==> config.mk <==
export PLATFORM = sky130hd
export DESIGN_NAME = oam_dma_ctrl
export DESIGN_NICKNAME = d
export VERILOG_FILES = /design/src/rtl/oam_dma_ctrl.sv
export SDC_FILE = /design/constraint.sdc
export NUM_CORES = 1
export LEC_CHECK = 0
export ABC_AREA = 1
export CAP_MARGIN = 20
export CORE_MARGIN = 10
export CORE_UTILIZATION = 40
export CTS_CLUSTER_DIAMETER = 60
export DETAILED_ROUTE_END_ITERATION = 8
export GPL_ROUTABILITY_DRIVEN = 0
export GPL_TIMING_DRIVEN = 0
export MAX_ROUTING_LAYER = met4
export PLACE_DENSITY = 0.75
export SYNTH_ARGS = -nofsm -noshare
export SYNTH_HDL_FRONTEND = slang
export SYNTH_SLANG_ARGS = --single-unit
==> constraint.sdc <==
create_clock -name clk -period 2.75 [get_ports clk]
set_clock_uncertainty 0.1 [all_clocks]
set_input_delay 0.55 -clock clk [delete_from_list [all_inputs] [get_ports clk]]
set_output_delay 0.55 -clock clk [all_outputs]
set_load 0.02 [all_outputs]
==> src/rtl/oam_dma_ctrl.sv <==
// Primary OAM write-port sequencer: CPU $2003/$2004 register writes and $4014 sprite DMA.
// DMA halts the CPU, reads one 256-byte page over the CPU bus and streams it into OAM.
module oam_dma_ctrl (
  input  logic        clk,
  input  logic        reset,
  input  logic        cpu_cycle,
  input  logic        dma_start,
  input  logic [7:0]  dma_page,
  input  logic        oamaddr_wr,
  input  logic [7:0]  oamaddr_data,
  input  logic        oamdata_wr,
  input  logic [7:0]  oamdata_in,
  input  logic        rendering,
  input  logic [7:0]  bus_data_in,
  output logic [15:0] bus_addr,
  output logic        bus_rd,
  output logic        cpu_halt,
  output logic        dma_busy,
  output logic        oam_we,
  output logic [7:0]  oam_addr,
  output logic [7:0]  oam_wdata
);

  localparam logic [2:0] ST_IDLE  = 3'd0;
  localparam logic [2:0] ST_HALT  = 3'd1;
  localparam logic [2:0] ST_ALIGN = 3'd2;
  localparam logic [2:0] ST_READ  = 3'd3;
  localparam logic [2:0] ST_WRITE = 3'd4;

  logic [2:0] state, state_next;
  logic [7:0] oamaddr, oamaddr_next;
  logic [7:0] page, page_next;
  logic [7:0] cnt, cnt_next;
  logic [7:0] latch, latch_next;
  logic       parity;
  logic       oam_we_next;
  logic [7:0] oam_addr_next, oam_wdata_next;

  // Next-state and write-port arbitration
  always_comb begin
    state_next     = state;
    oamaddr_next   = oamaddr;
    page_next      = page;
    cnt_next       = cnt;
    latch_next     = latch;
    oam_we_next    = 1'b0;
    oam_addr_next  = oam_addr;
    oam_wdata_next = oam_wdata;
    case (state)
      ST_IDLE: begin
        if (dma_start) begin
          page_next  = dma_page;
          cnt_next   = 8'd0;
          state_next = ST_HALT;
        end else if (oamaddr_wr) begin
          oamaddr_next = oamaddr_data;
        end else if (oamdata_wr && !rendering) begin
          oam_we_next    = 1'b1;
          oam_addr_next  = oamaddr;
          oam_wdata_next = oamdata_in;
          oamaddr_next   = oamaddr + 8'd1;
        end
      end
      ST_HALT: begin
        if (cpu_cycle) state_next = parity ? ST_ALIGN : ST_READ;
      end
      ST_ALIGN: begin
        if (cpu_cycle) state_next = ST_READ;
      end
      ST_READ: begin
        if (cpu_cycle) begin
          latch_next = bus_data_in;
          state_next = ST_WRITE;
        end
      end
      ST_WRITE: begin
        if (cpu_cycle) begin
          oam_we_next    = 1'b1;
          oam_addr_next  = oamaddr;
          oam_wdata_next = latch;
          oamaddr_next   = oamaddr + 8'd1;
          cnt_next       = cnt + 8'd1;
          state_next     = (cnt == 8'hFF) ? ST_IDLE : ST_READ;
        end
      end
      default: state_next = ST_IDLE;
    endcase
  end

  // State, datapath and registered outputs; bus/halt outputs track the next state
  always_ff @(posedge clk or posedge reset) begin
    if (reset) begin
      state     <= ST_IDLE;
      oamaddr   <= 8'd0;
      page      <= 8'd0;
      cnt       <= 8'd0;
      latch     <= 8'd0;
      parity    <= 1'b0;
      oam_we    <= 1'b0;
      oam_addr  <= 8'd0;
      oam_wdata <= 8'd0;
      bus_rd    <= 1'b0;
      bus_addr  <= 16'd0;
      cpu_halt  <= 1'b0;
      dma_busy  <= 1'b0;
    end else begin
      state     <= state_next;
      oamaddr   <= oamaddr_next;
      page      <= page_next;
      cnt       <= cnt_next;
      latch     <= latch_next;
      if (cpu_cycle) parity <= ~parity;
      oam_we    <= oam_we_next;
      oam_addr  <= oam_addr_next;
      oam_wdata <= oam_wdata_next;
      bus_rd    <= (state_next == ST_READ);
      bus_addr  <= (state_next == ST_READ) ? {page_next, cnt_next} : 16'd0;
      cpu_halt  <= (state_next != ST_IDLE);
      dma_busy  <= (state_next != ST_IDLE);
    end
  end

endmodule
==> metrics.txt <==
remaining antenna violation count 0; Fmax achieved 494.9 MHz; die area ~12000 sq um; first-pass GRT wire length 12.61 mm; result of the run finished clean; average routed wire per standard cell 13.55 microns; placed cells 544; top post-synthesis cells by area dfrtp_1 56%, nand2_1 8.0%, inv_1 6.3%, o21ai_0 5.2%, nor2_1 5.0%; slew of the pin with the lowest slew margin between 0.8 and 0.9 ns; initial antenna violation count 0; Slew Limit Fails 0; Worst setup EP type primary output; n_diodes 0; port bufs 73; CTS Buf Count 9; DRT Pass-1 Iters 5; Synth Register Bits 71; cts repair resizes 0; Final Critical Period 2.021 ns; fillers 731; PnR Total Power 4.342 mW; top cell type's share of synthesized area 0.5595; Bufs on Longest Clock Path 2; Worst Path Arrival between 1 and 1.5 ns; Layout area overhead 33.73%; share of layout cells above drive strength 1 0.1138; H-tree levels 3; Hold WC Path Type flop to flop; Met3 Wirelength approximately 540 microns; vias 2682; gr usage total 0.1370; clock latency on the worst-skew pair between 0.3 and 0.4 ns; Finished Layout Cells 559; Final Cell Area 4247 sq um; DP HPWL 5.710 mm; die boundary height 109.1 microns; CTS tree done; Fin Hold WS 0.3871 ns; final setup fails 0; Syn Inst Count 369; Final period util 0.7348; sequential area share after synthesis 0.5595; most common cell after layout, fill and taps aside clkdlybuf4s50_1; Root Buffer clkbuf_8; register clock-pin slew on the reported worst setup and hold paths 0.07 ns; Mapped Area 3176 sq um; final setup TNS 0 ns; core region area 7727 sq um; Post-Synthesis Net Count 410; cell taking the most area after synthesis dfrtp_1; Total Routed Length 7.573 mm; most frequent cells in the layout 73 x clkdlybuf4s50_1, 71 x dfrtp_1, 68 x nand2_1; Initial DRC Count 119; Vias per Instance approximately 4.8; Finished Core Util 0.5495; multi-input combinational cell area 1112 sq um; Mapped Avg Cell Area 8.606 sq um; vias in the first global route 2765; Final Worst Setup Slack 0.7294 ns; kind of critical path flop to primary output; largest net degree at the start of global routing about 70; I/O pins 75; required time of the worst setup path 2.10 ns; met1 wire length 3.426 mm; WL met2 ~3.5 mm; register area 1777 sq um; Placed Area 4036 sq um; Final Hold Fails 0; total setup buffers inserted after CTS 0; slew margin rel. 0.4384; pre-CTS setup slack 0.5510 ns; r2r setup slk about 1.0 ns; Cell variety after synth 31; CTS Hold Bufs 0; FP Rows 32; Initial Utilization 0.4109; Die X roughly 110 microns; DRC viols 0; crit path max fanout 2; kind of start point of the critical path flop; Worst VDD drop 0.4537 mV; GR Overflow Total 0; Max Used Layer met4; Nets around 490; Sink Count 71; Ys Warns 0; Max-Cap Viols 0; PD cells 1023 nW/um^2; LEAKAGE ~2.0 nW; RSZ-0062 raised after global routing no
-- cells in the mapped netlist, drive strengths merged --
library cell,instances
a21oi,20
a22oi,1
a31oi,2
buf,11
clkbuf,1
dfrtp,71
ha,2
inv,55
mux2,1
nand2,72
nand3,22
nand3b,1
nand4,2
nor2,54
nor3,4
o211ai,1
o21a,1
o21ai,33
o21bai,1
o22ai,1
or2,10
xnor2,1
xor2,2
-- flip-flops by register name, summed over array words and instances, names as in the netlist --
name	cells
bus_addr	16
cnt	8
latch	8
oam_addr	8
oam_wdata	8
oamaddr	8
page	8
state	3
bus_rd	1
dma_busy	1
oam_we	1
parity	1
-- kinds of logic (layout without fill, tap and decap cells) --
logic type / count (synthesis) / after routing / share of synthesized area
AO/OA/AOI/OAI: 60 / 60 / 0.09890
AND/OR/NAND/NOR: 165 / 165 / 0.2317
multiplexers: 1 / 1 / 0.003546
adder cells (fa/ha/maj): 2 / 2 / 0.007879
XOR/XNOR: 3 / 3 / 0.008276
buffers and inverters: 67 / 155 / 0.09023
flip-flops: 71 / 71 / 0.5595
-- report_power, final --
group	internal [mW]	leakage, nW	switching (mW)
registers	1.44	0.875	0.219
logic	0.782	1.06	1.02
clock network	0.504	0.105	0.385
-- cell type report --
type,instances,area share
Tap cell,102,0.03005
Inverter,55,0.04920
Clock buffer,9,0.02917
Sequential cell,71,0.4184
Clock inverter,6,0.02033
Buffer,12,0.01886
Timing Repair Buffer,73,0.1721
Multi-Input combinational cell,231,0.2619
-- metal layers --
metal,vias to the layer above,global-route usage
li1,1319,-
met1,1283,0.1639
met2,73,0.2095
met3,7,0.05487
met4,0,0.03766
met5,-,-
-- final timing paths --
path | startpoint | depth (start not counted) | to
max | dma_busy | 2 | dma_busy
min | parity | 1 | parity
max reg2reg | cnt[0] | 11 | bus_addr[6]
min reg2reg | parity | 1 | parity
max in group asynchronous | reset | 2 | oam_addr[2]
min in group asynchronous | reset | 2 | latch[1]
-- worst max-delay path, stage by stage, from the launching register on --
cell	delay, ns
dfrtp_1	0.35
buf_4	0.10
clkdlybuf4s50_1	0.59
Note: power is estimated with default switching activity, not from simulation.
==> edit 1: new RTL, same settings <==
Make the reset (`reset`) synchronous in one clocked block.
--- a/src/rtl/oam_dma_ctrl.sv
+++ b/src/rtl/oam_dma_ctrl.sv
@@ -88,7 +88,7 @@
   end
 
   // State, datapath and registered outputs; bus/halt outputs track the next state
-  always_ff @(posedge clk or posedge reset) begin
+  always_ff @(posedge clk) begin
     if (reset) begin
       state     <= ST_IDLE;
       oamaddr   <= 8'd0;
Function: differs if reset is asserted again (counterexample within 4 cycles, from zero or initial values and one cycle with reset high); with reset held inactive, the same outputs for 10 cycles.
==> edit 1 against the unedited design <==
Critical path depth rose by 6; area after synthesis down 6.8%; design area decreased by 6.3%; utilization rose by 0.20 points; wire length is 1.3% lower; highest routed layer unchanged; sequential cell count unchanged; setup slack lost 13 ps.
Power is not compared: it rests on default switching activity, and its combinational part moved more than twofold at a synthesized area within 25%.
==> edit 1: results (changes against the unedited design) <==
* Drt pass-1 iters at 4 (-1)
* Signal inverters at 47 (-15%)
* Multi-input gate share of total cell area at 0.323 (+0.0607)
* Final instance area at 3980 um^2 (-6.3%)
* Mean routed wirelength per cell at 12.9 um (-4.5%)
* Setup crit end: bus_addr[7]
* Status: complete, no violations
* Async SR Flop Fraction at 0 (-1.00)
* Layout cells sized above 1 at 0.0731 (-0.0407)
* Synth top cells by count: 72 x nor2_1, 71 x dfxtp_1, 69 x nand2_1
* Fill cell count at 707 (-3.3%)
* Final clock-cell share at 0.0412 (-0.00830)
* Nets at 516 (+4.5%)
* Crit Reg-Reg Startpoint: cnt[0]
* Placement Setup Slack at 340 ps (-211 ps)
* Worst setup startpoint: cpu_cycle
* Post-synthesis adder-cell area fraction at 0.00845 (+0.000573)
* DR iter-0 viols at 98 (-18%)
* Compound-Gate Fraction of Synth Area at 0.138 (+0.0389)
* Multi-In Gates at 262 (+13%)
* Seq/Total Area, Yosys at 0.480 (-0.0794)
* Area contributors post-synth: dfxtp_1 48%, nor2_1 9.1%, nand2_1 8.7%
* Pin count of the biggest net entering global routing at 12 (-83%)
* Vias/cell at 4.71 (-1.8%)
* Syn nets at 432 (+5.4%)
* Clk root buf: clkbuf_8
* Non-clock buffers, area share at 0.202 (+0.0113)
* Seq/total area at 0.357 (-0.0612)
* DP Area at 3810 um^2 (-5.5%)
* Final hold slack at 348 ps (-39.0 ps)
* Data arrival time of the worst path at 2150 ps (+780 ps)
* Global-route wire length before repair at 12.7 mm (+0.49%)
* Final setup margin at 716 ps (-13.1 ps)
* Mapped Cells at 391 (+6.0%)
* Largest stage delay, worst path at 510 ps (-80 ps)
* # clk buffers at 11 (+2)
* Routed via count at 2723 (+1.5%)
* GRT Util Overall at 0.140 (+0.00307)
* Placed cell count at 563 (+3.5%)
* Core area at 7210 um^2 (-6.6%)
* Mux contribution to synthesized area at 0.0270 (+0.0235)
* Area leader, netlist: dfxtp_1
* Dpl hpwl at 5.63 mm (-1.4%)
* Buffers excl. clock at 84 (-1.2%)
-- edit 1: cell count changes after synthesis, sizes merged, moves of 2 or more --
cell	delta
buf	-3
clkbuf	+2
clkinv	+2
dfrtp	-71
dfxtp	+71
inv	-10
mux2i	+8
nand2	+3
nand3	-4
nor2	+20
o211a	+3
o21ai	+12
or2	-9
-- edit 1: how the worst min path moves through the flow --
stage	start	to	cells after the start
floorplan	latch[0]	latch[0]	2
global placement	latch[0]	latch[0]	2
detailed placement	latch[0]	latch[0]	2
CTS	latch[0]	latch[0]	2
global route	latch[3]	latch[3]	2
finish	latch[0]	latch[0]	2
-- edit 1: routing by layer --
layer / vias up / part of all wire / global-route usage
li1: 1416 / - / -
met1: 1237 / 0.48 / 0.167
met2: 61 / 0.47 / 0.226
met3: 9 / 0.038 / 0.0272
met4: 0 / 0.013 / 0.0580
met5: - / 0 / -
-- edit 1: kinds of logic after synthesis --
logic type,count (synthesis)
mux,8
fa+ha+maj,2
compound gates,76
flops,71
simple gates,173
buf+inv,58
xor+xnor,3
==> edit 2: new RTL, same settings <==
Without the edit above. Add an input register stage for `oamdata_in`; this delays it by one clock. The other inputs are not delayed to match.
--- a/src/rtl/oam_dma_ctrl.sv
+++ b/src/rtl/oam_dma_ctrl.sv
@@ -26,6 +26,12 @@
   localparam logic [2:0] ST_ALIGN = 3'd2;
   localparam logic [2:0] ST_READ  = 3'd3;
   localparam logic [2:0] ST_WRITE = 3'd4;
+
+  logic [7:0] oamdata_q;
+
+  always_ff @(posedge clk) begin
+    oamdata_q <= oamdata_in;
+  end
 
   logic [2:0] state, state_next;
   logic [7:0] oamaddr, oamaddr_next;
@@ -57,7 +63,7 @@
         end else if (oamdata_wr && !rendering) begin
           oam_we_next    = 1'b1;
           oam_addr_next  = oamaddr;
-          oam_wdata_next = oamdata_in;
+          oam_wdata_next = oamdata_q;
           oamaddr_next   = oamaddr + 8'd1;
         end
       end
Formal check against the unedited RTL: not equivalent (a bounded check fails within 4 cycles, from zero or initial values and one cycle with reset high).
==> edit 2 against the unedited design <==
Sequential cell count increased by 8; wire length increased by 6.5%; area after synthesis increased by 11%; combinational power increased by 11%; power increased by 5.3%; die area increased by 9.3%; critical path depth unchanged; first-iteration DRC count increased by 11%; design area increased by 8.2%; global-route usage decreased by 0.68 points; setup slack got worse by 45 ps; sequential power increased by 7%; synthesized cell count increased by 7.0%; largest cell class unchanged; highest routed layer unchanged.
==> edit 2: results (changes against the unedited design) <==
* Worst Max-Slew Pin Slew at 858 ps (+15.7 ps)
* Initial antenna violation count at 0 (unchanged)
* Data arrival time of the worst path at 1420 ps (+50 ps)
* Area contributors post-synth: dfrtp_1 50%, nand2_1 8.6%, inv_1 7.3%
* Hold Path Class: in2reg
* Async SR Flop Fraction at 0.899 (-0.101)
* CTS clk-pin slew, worst paths at 90 ps (+20 ps)
* Drt pass-1 iters at 4 (-1)
* DP Area at 4410 um^2 (+9.1%)
* Max stage delay cell, worst path: clkdlybuf4s50_1
* Vias in the first global route at 2804 (+1.4%)
* Mapped Cells at 395 (+7.0%)
* Final hold slack at 346 ps (-40.8 ps)
* Reg with most FFs: bus_addr
* Synth top cells by count: 81 x nand2_1, 71 x dfrtp_1, 69 x inv_1
* Pin count of the biggest net entering global routing at 72 (unchanged)
* Leak at 2.27 nW (+11%)
* Largest stage delay, worst path at 590 ps (about the same)
* Total wire length at 8.07 mm (+6.5%)
* Post-synth top flop: dfrtp_1
* Global-route wire length before repair at 13.4 mm (+6.6%)
* Antenna Nets Post-Route at 0 (unchanged)
* Nets at 520 (+5.3%)
* GRT Util Overall at 0.130 (-0.00684)
* Clk root buf: clkbuf_8
* Reg2reg setup slack at 930 ps (-80 ps)
* Critical Path Fanout Max at 2 (unchanged)
* Routed via count at 2716 (+1.3%)
* Highest Clock Rate at 484 MHz (-2.2%)
* Port Buffers at 73 (unchanged)
* Seq/Total Area, Yosys at 0.548 (-0.0119)
* Layout cells sized above 1 at 0.159 (+0.0453)
* Status: complete, no violations
* Worst VDD drop at 0.000415 V (-8.6%)
* Hold violation total from the final report at 0 (unchanged)
* DR iter-0 viols at 132 (+11%)
* H-tree levels at 3 (unchanged)
* Placed cell count at 576 (+5.9%)
* Max reg flops at 16 (unchanged)
* Antenna cell count at 0 (unchanged)
* Vias/cell at 4.59 (-4.4%)
* Post-CTS setup buffers at 0 (unchanged)
* Clock buffer depth at 2 (unchanged)
* Syn nets at 436 (+6.3%)
* Cts bufs inserted at 9 (unchanged)
* Dpl hpwl at 5.95 mm (+4.2%)
* Yosys cell types at 37 (+19%)
* YS warnings at 0 (unchanged)
* Clock Latency Late Sink at 340 ps (about the same)
* CTS-repair resized insts at 0 (unchanged)
* Placement Setup Slack at 329 ps (-222 ps)
-- edit 2: changes by cell type in the layout (fill, tap and decap cells not counted), sizes merged, moves of 5 or more --
cell / before / now
a21oi: 20 / 9
dfxtp: 0 / 8
inv: 55 / 75
nand2: 72 / 91
nand3: 22 / 17
nor2: 54 / 36
o21ai: 33 / 48
-- edit 2: cell families after synthesis --
family / synth area share
AO/OA/AOI/OAI: 0.102
XOR/XNOR: 0.00495
adder cells (fa/ha/maj): 0.00707
buffers and inverters: 0.105
flip-flops: 0.548
multiplexers: 0.00318
AND/OR/NAND/NOR: 0.230
-- edit 2: cell type report --
cell class,instances,area (um^2)
plain buffers,13,100
clock buffers,10,138
clock inverters,6,50.0
fillers,810,4090
inverters,72,275
multi-input cells,231,1230
flip-flops and latches,79,1940
well taps,108,135
repair buffers,73,731
-- edit 2: final timing paths --
kind	startpoint	cells past startpoint	end
hold reg to reg	parity	1	parity
hold / removal	cpu_cycle	2	parity
min in group asynchronous	reset	2	oamaddr[0]
setup / recovery	dma_busy	2	dma_busy
max in group asynchronous	reset	2	state[1]
setup reg to reg	state[1]	7	bus_addr[13]
-- edit 2: critical path, delay by kind of cell, from the launching register on --
family	cells	cell delay (ps)
DFF	1	370
buffers and inverters	2	700
-- edit 2: power breakdown --
| group | switching (mW) | internal, mW |
|---|---|---|
| combinational | 1.13 | 0.858 |
| sequential | 0.212 | 1.56 |
| clock | 0.457 | 0.364 |
-- edit 2: routing by layer --
metal	routed length (um)	track usage	vias up	part of all wire
met3	450	0.0399	4	0.056
met4	57	0.0401	0	0.0071
li1	-	-	1382	-
met2	4000	0.209	61	0.50
met1	3560	0.153	1269	0.44
met5	0	-	-	0
